--- config.mk ---
export PLATFORM = sky130hd
export DESIGN_NAME = fp_mult_arbiter
export DESIGN_NICKNAME = d
export VERILOG_FILES = /design/src/rtl/fp_mult_arbiter.sv
export SDC_FILE = /design/constraint.sdc
export NUM_CORES = 2
export LEC_CHECK = 0
export BUFFER_PORTS_ARGS = -buffer_cell sky130_fd_sc_hd__buf_2
export CELL_PAD_IN_SITES_DETAIL_PLACEMENT = 1
export CELL_PAD_IN_SITES_GLOBAL_PLACEMENT = 1
export CORE_MARGIN = 5
export CORE_UTILIZATION = 38
export DETAILED_ROUTE_END_ITERATION = 16
export PLACE_DENSITY_LB_ADDON = 0.1
export SLEW_MARGIN = 10
export SYNTH_ARGS = -nofsm -noshare
export SYNTH_HDL_FRONTEND = slang
export SYNTH_SLANG_ARGS = --single-unit
--- constraint.sdc ---
create_clock -name clk -period 12.7 [get_ports clk]
set_input_delay 1.905 -clock clk [delete_from_list [all_inputs] [get_ports clk]]
set_output_delay 1.905 -clock clk [all_outputs]
set_load 0.005 [all_outputs]
--- src/rtl/fp_mult_arbiter.sv ---
// Two-requester round-robin front end for a single combinational IEEE 754
// single-precision multiplier, with a registered valid/ready response port.

module fp_multiplier (
    input  logic [31:0] a,
    input  logic [31:0] b,
    output logic [31:0] product
);
    logic [7:0]  ea, eb;
    logic [22:0] fa, fb;
    logic        sign;
    logic        a_zero, b_zero, a_inf, b_inf, a_nan, b_nan;
    logic [47:0] prod;
    logic        norm, guard, sticky, rnd;
    logic [23:0] mant;
    logic [24:0] mant_r;
    logic [9:0]  exp_b;
    logic [7:0]  exp_r;
    logic [22:0] frac;

    assign ea   = a[30:23];
    assign eb   = b[30:23];
    assign fa   = a[22:0];
    assign fb   = b[22:0];
    assign sign = a[31] ^ b[31];

    // Subnormal inputs are flushed to zero.
    assign a_zero = (ea == 8'd0);
    assign b_zero = (eb == 8'd0);
    assign a_inf  = (ea == 8'hFF) && (fa == 23'd0);
    assign b_inf  = (eb == 8'hFF) && (fb == 23'd0);
    assign a_nan  = (ea == 8'hFF) && (fa != 23'd0);
    assign b_nan  = (eb == 8'hFF) && (fb != 23'd0);

    assign prod   = {24'd0, 1'b1, fa} * {24'd0, 1'b1, fb};
    assign norm   = prod[47];
    assign mant   = norm ? prod[47:24] : prod[46:23];
    assign guard  = norm ? prod[23] : prod[22];
    assign sticky = norm ? |prod[22:0] : |prod[21:0];
    assign rnd    = guard & (sticky | mant[0]);
    assign mant_r = {1'b0, mant} + {24'd0, rnd};
    assign frac   = mant_r[24] ? mant_r[23:1] : mant_r[22:0];

    // exp_b carries the doubled bias; result exponent is exp_b - 127.
    assign exp_b  = {2'd0, ea} + {2'd0, eb} + {9'd0, norm} + {9'd0, mant_r[24]};
    assign exp_r  = exp_b[7:0] - 8'd127;

    always_comb begin
        product = {sign, exp_r, frac};
        if (a_nan || b_nan || (a_inf && b_zero) || (a_zero && b_inf))
            product = 32'h7FC0_0000;
        else if (a_inf || b_inf)
            product = {sign, 8'hFF, 23'd0};
        else if (a_zero || b_zero)
            product = {sign, 31'd0};
        else if (exp_b >= 10'd382)
            product = {sign, 8'hFF, 23'd0};
        else if (exp_b <= 10'd127)
            product = {sign, 31'd0};
    end
endmodule

// state | meaning
// IDLE  | waiting for a request; grant and accept operands
// CALC  | operands registered, multiplier settling
// DONE  | product held on the response port until out_ready
module fp_mult_arbiter #(
    parameter int WIDTH = 32,
    parameter int CNT_W = 16
) (
    input  logic             clk,
    input  logic             rst_n,
    input  logic             req0_valid,
    input  logic [WIDTH-1:0] req0_a,
    input  logic [WIDTH-1:0] req0_b,
    output logic             req0_ready,
    input  logic             req1_valid,
    input  logic [WIDTH-1:0] req1_a,
    input  logic [WIDTH-1:0] req1_b,
    output logic             req1_ready,
    output logic             out_valid,
    output logic [WIDTH-1:0] out_result,
    output logic             out_id,
    input  logic             out_ready,
    output logic             busy,
    output logic [CNT_W-1:0] done_cnt
);
    typedef enum logic [1:0] {IDLE, CALC, DONE} state_t;

    state_t           state, state_nxt;
    logic [WIDTH-1:0] op_a, op_b, product;
    logic             op_id, last_id;
    logic             gnt_valid, gnt_id, accept;

    fp_multiplier u_mul (
        .a       (op_a),
        .b       (op_b),
        .product (product)
    );

    always_comb begin
        gnt_valid = req0_valid | req1_valid;
        gnt_id    = 1'b0;
        if (req0_valid && req1_valid)
            gnt_id = ~last_id;
        else if (req1_valid)
            gnt_id = 1'b1;
    end

    // Readies are gated by rst_n so nothing looks accepted while held in reset.
    assign accept     = rst_n && (state == IDLE) && gnt_valid;
    assign req0_ready = accept && !gnt_id;
    assign req1_ready = accept && gnt_id;

    always_ff @(posedge clk or negedge rst_n) begin
        if (!rst_n)
            state <= IDLE;
        else
            state <= state_nxt;
    end

    always_comb begin
        state_nxt = state;
        case (state)
            IDLE:    if (accept) state_nxt = CALC;
            CALC:    state_nxt = DONE;
            DONE:    if (out_ready) state_nxt = IDLE;
            default: state_nxt = IDLE;
        endcase
    end

    always_comb begin
        busy      = (state != IDLE);
        out_valid = (state == DONE);
    end

    always_ff @(posedge clk or negedge rst_n) begin
        if (!rst_n) begin
            op_a       <= '0;
            op_b       <= '0;
            op_id      <= 1'b0;
            last_id    <= 1'b1;
            out_result <= '0;
            out_id     <= 1'b0;
            done_cnt   <= '0;
        end else begin
            if (accept) begin
                op_a    <= gnt_id ? req1_a : req0_a;
                op_b    <= gnt_id ? req1_b : req0_b;
                op_id   <= gnt_id;
                last_id <= gnt_id;
            end
            if (state == CALC) begin
                out_result <= product;
                out_id     <= op_id;
            end
            if (state == DONE && out_ready)
                done_cnt <= done_cnt + 1'b1;
        end
    end
endmodule

# After elaboration in Yosys (flattened, before gate mapping)
# Index checks and enable logic that the tools add are counted.
[classes]
n_lt_le_gt_ge = 2
n_reduce_logical = 29
n_addsub = 6
multipliers = 1
mux = 16
n_eq_ne = 6
n_bitwise = 5
[ops]
columns = ["cell", "count"]
rows = [
  ["31-bit 2-to-1 mux", 4],
  ["32-bit 2-to-1 mux", 3],
  ["24-bit by 24-bit multiplier with 48-bit output", 1],
  ["23-bit zero test", 2],
  ["23-bit nonzero test", 2],
  ["24-bit by 1-bit adder with 25-bit output", 1],
  ["24-bit 2-to-1 mux", 1],
  ["23-bit 2-to-1 mux", 1],
  ["23-bit OR reduction", 1],
  ["22-bit OR reduction", 1],
  ["10-bit by 1-bit adder with 10-bit output", 2],
  ["16-bit by 1-bit adder with 16-bit output, second input constant", 1],
  ["8-bit == test, second input constant", 2],
  ["8-bit zero test", 2],
  ["1-bit logical AND", 12],
  ["10-bit by 9-bit >= comparator with 1-bit output, second input constant", 1],
  ["10-bit by 7-bit less-or-equal comparator with 1-bit output, second input constant", 1],
  ["8-bit by 8-bit adder with 9-bit output", 1],
  ["8-bit by 7-bit subtractor with 8-bit output, second input constant", 1],
  ["2-bit one-hot mux with 3 select lines", 1],
  ["1-bit logical OR", 5],
  ["1-bit 2-to-1 mux", 4],
  ["2-bit 2-to-1 mux", 2],
  ["2-bit by 1-bit == test with 1-bit output, second input constant", 1],
  ["11 further kinds", 12],
]
[totals]
register_bits = 117
out_inout_bits = 53

# Logic depth before layout (Yosys ltp)
[logic_depth]
depth_word = 13
depth_mapped = 54

# Hierarchy
# A second synthesis with hierarchy kept.
[unflattened]
cells_unflattened = 3014
hier_area_um2 = 26820.7
[modules_own_cells]
columns = ["mod", "cells_each", "area_per_inst_um2", "seq_area_each_um2", "instances"]
rows = [
  ["fp_multiplier", 2647, 22101.2, 0.0, 1],
  ["fp_mult_arbiter", 367, 4719.5, 2929.1, 1],
]

# Worst setup path after synthesis
# Ideal clock, no wire load.
[synth_timing]
kind = "reg2reg"
start = "reg op_b[3]"
end = "reg out_result[16]"
required_ns = 12.631
t_arrival_ns = 11.750
setup_ns = 0.069
setup_slack_ns = 0.881
n_path_buf = 8
stages_incl_launch_ff = 53
path_cell_list = "dfrtp_1 -> clkbuf_1 -> clkbuf_1 -> nand2_1 -> fa_1 -> inv_1 -> fa_1 -> inv_1 -> fa_1 -> inv_1 -> fa_1 -> inv_1 -> fa_1 -> inv_1 -> fa_1 -> inv_1 -> fa_1 -> inv_1 -> (+17 left out) -> nor4_1 -> and2_1 -> nand2_1 -> nor2_1 -> nand4_1 -> nor4_1 -> fa_1 -> ha_1 -> clkbuf_1 -> inv_1 -> or2_2 -> or4b_1 -> mux2i_1 -> o32a_1 -> nand3_1 -> or4_1 -> o21bai_4 -> nand3_1"
[synth_via]
elab_chain_cells = 13
[synth_rtl]
columns = ["item", "line_no", "source"]
rows = [
  ["start, declared", "91", "logic [WIDTH-1:0] op_a, op_b, product;"],
  ["start signal, assigned", "149", "op_b <= gnt_id ? req1_b : req0_b;"],
  ["24-bit by 24-bit multiplier with 48-bit output", "35", "assign prod = {24'd0, 1'b1, fa} * {24'd0, 1'b1, fb};"],
  ["23-bit OR reduction or 22-bit OR reduction (tied branches)", "39", "assign sticky = norm ? |prod[22:0] : |prod[21:0];"],
  ["1-bit 2-to-1 mux", "39", ""],
  ["1-bit OR", "40", "assign rnd = guard & (sticky | mant[0]);"],
  ["1-bit AND", "40", ""],
  ["24-bit by 1-bit adder with 25-bit output", "41", "assign mant_r = {1'b0, mant} + {24'd0, rnd};"],
  ["10-bit by 1-bit adder with 10-bit output", "45", "assign exp_b = {2'd0, ea} + {2'd0, eb} + {9'd0, norm} + {9'd0, mant_r[24]};"],
  ["10-bit by 7-bit less-or-equal comparator with 1-bit output", "58", "else if (exp_b <= 10'd127)"],
  ["31-bit 2-to-1 mux", "58", ""],
  ["31-bit 2-to-1 mux", "56", "else if (exp_b >= 10'd382)"],
  ["31-bit 2-to-1 mux", "54", "else if (a_zero || b_zero)"],
  ["31-bit 2-to-1 mux", "52", "else if (a_inf || b_inf)"],
  ["32-bit 2-to-1 mux (*)", "50", "if (a_nan || b_nan || (a_inf && b_zero) || (a_zero && b_inf))"],
  ["end signal, assigned", "154", "out_result <= product;"],
  ["end, declared", "82", "output logic [WIDTH-1:0] out_result,"],
]
# Every way passes the cells marked *; elsewhere a longest branch is shown, timed or not.
# A chain may end at the register's enable or synchronous reset.

# Final worst setup path
[layout_timing]
start = "reg op_b[1]"
end = "reg out_result[16]"
# Same word-level chain as after synthesis.

==> run metrics <==
Setup violations, final=0; global route overflow=0; area of the multi-input gates=20800 sq um; status=completed; Die Span Y=approximately 270 microns; cells after synthesis=3069; commonest non-fill, non-tap cell in the layout=inv_1; htree depth=4; final hold slack=between 0.4 and 0.5 ns; Slew Limit Headroom=0.394; post-DR vias/cell=5.19; # hold bufs at CTS=0; floorplan core area=69800 sq um; DP HPWL=77700 microns; FMAX=0.0838 GHz; sequential-to-total area share from yosys stat=0.110; Vias=21.5k; asr flop ratio synth=1.00; layout cells sized above 1=0.106; transition time of the tightest slew-check pin=0.909 ns; antenna violations before repair=4; clk_skew=0.0296 ns; # diodes=0; initial core utilization=0.382; crit end category=flip-flop; I/O pins=186; Layout area overhead=9.98%; clock sink count=117; CP startpoint=op_b[1]$_DFFE_PN0P_; Final Hold Vio Count=0; post-CTS setup buffer count=0; RSZ-0062 raised after global routing=false; critical path's slowest cell=dfrtp_1; main area contributors after synthesis=fa_1 (36%), dfrtp_1 (11%), ha_1 (8.7%); clock transition at the registers of the reported paths=0.07 ns; critical path's most frequent cell=fa_1; Placer Congestion=0.869; Total Routing Usage GR=0.250; CP endpoint=out_result[16]$_DFFE_PN0N_; CTS tree=done; DRC=0; worst r2r src=op_b[1]$_DFFE_PN0P_; ys flop type=dfrtp_1; number of gates resized after CTS=0; syn nets=3872; clock buffer depth=2; antenna-violating nets left=0; min Tclk post-route=11.94 ns; worst-skew pair later-pin latency=0.49 ns; Buffers on Ports=approximately 190; number of DRC markers in iteration 0=1209; area of the die=75500 sq um; Fill cells=just over 8k; Fin Setup TNS=0 ns; crit-path max FO=11; most frequent cells in the layout=inv_1 (600), fa_1 (484), nand2_1 (442); kind of start point of the critical path=flip-flop; TritonCTS Buffers=17; critical path type=reg -> reg; Post-Syn Area=26600 sq um; first-pass GRT wire length=144000 microns; reg2reg setup slack=0.76 ns; hold_sp=done_cnt[15]$_DFFE_PN0P_; max cap viols=0; Worst Path Required=13.10 ns; count of cell types in the netlist=85; vias in the first global route=between 20k and 25k; Synth area leader=fa_1; fin. max-slew vios=0; FF-to-FF path depth=42; first-pass iteration count of the detailed router=5; Chip Width=~270 microns; R2R Path End=out_result[16]$_DFFE_PN0N_; Yosys warning count=0; fin crit share=0.940; storage element area=2940 sq um; top cell type's share of synthesized area=0.364; CTS root buffer=clkbuf_16; FF+latch count, synth=117; number of flops mapped to enable cells by yosys=0; routed length per instance=22.3 microns; wirelength, routed=92600 microns; largest net degree at the start of global routing=91; # rows=97; Net count, final=3994; WP data arrival=12.34 ns; Largest stage delay, worst path=0.77 ns; Hold WC Path Type=reg -> reg; syn avg cell area=8.68 sq um
-- synth_stat cells (24+ instances only) --
cell type	number
inv_1	600
fa_1	484
nand2_1	443
and2_1	254
ha_1	186
clkbuf_1	125
o21ai_0	119
dfrtp_1	116
nor2_1	99
mux2i_1	86
a21oi_1	70
xnor2_1	52
nand3_1	42
nand4_1	29
xor2_1	29
nor3_1	27
nor4_1	26
a21o_1	24
-- kinds of logic after synthesis --
| logic type | count (synthesis) | share of synthesized area |
|---|---|---|
| xor gates and xnor gates | 81 | 0.0266 |
| muxes | 90 | 0.0340 |
| and+or+nand+nor | 992 | 0.181 |
| buffers and inverters | 762 | 0.109 |
| DFF | 117 | 0.110 |
| AOI/OAI and AO/OA | 357 | 0.0876 |
| adders and majority gates | 670 | 0.451 |
-- worst min path at each step --
stage                     slack [ns]                  endpoint  depth (start not counted)
after floorplan                 0.44        out_id$_DFFE_PN0N_                          2
after global placement          0.45        out_id$_DFFE_PN0N_                          2
after detailed placement        0.47  done_cnt[15]$_DFFE_PN0P_                          1
after CTS                       0.48  done_cnt[15]$_DFFE_PN0P_                          1
after global routing            0.50  done_cnt[15]$_DFFE_PN0P_                          1
final                           0.48  done_cnt[15]$_DFFE_PN0P_                          1
-- layout make-up --
type | instances | share of cell area
multi-input combinational | 2190 | 0.711
sequential | 117 | 0.100
inverter | 603 | 0.0774
timing repair buffer | 262 | 0.0516
tap | 940 | 0.0402
clock buffer | 17 | 0.0145
clock inverter | 15 | 0.00525
-- critical path, delay by kind of cell, from the launching register on --
family	cells	cell delay (ns)
adders and majority gates	11	4.70
DFF	1	0.77
buffers and inverters	8	0.77
muxes	1	0.18
and+or+nand+nor	13	3.35
AOI/OAI and AO/OA	9	2.06
-- flip-flops by register name, summed over array words and instances, names as in the netlist --
name	cells
op_b	32
state	2
op_id	1
op_a	32
out_id	1
last_id	1
out_result	32
done_cnt	16
-- layer usage --
layer	global-route usage	vias to the layer above	part of all wire
li1	-	9762	-
met1	0.345	11300	0.45
met2	0.411	398	0.48
met3	0.0457	88	0.048
met4	0.0581	0	0.020
met5	0	-	0
-- through the flow --
stage | setup slack [ns] | utilization | std cells | area (sq um)
final | 0.760 | 0.420 | 4144 | 29300
after global routing | 0.0511 | 0.420 | 4144 | 29300
after CTS | 0.475 | 0.419 | 4144 | 29300
after detailed placement | 0.536 | 0.411 | 4112 | 28700
after global placement | 0.899 | 0.411 | 4112 | 28700
after floorplan | 0.881 | - | 3069 | 26600
Power is not shown: default switching activity piles up to over one toggle a cycle in this logic, so the estimate is an artifact.
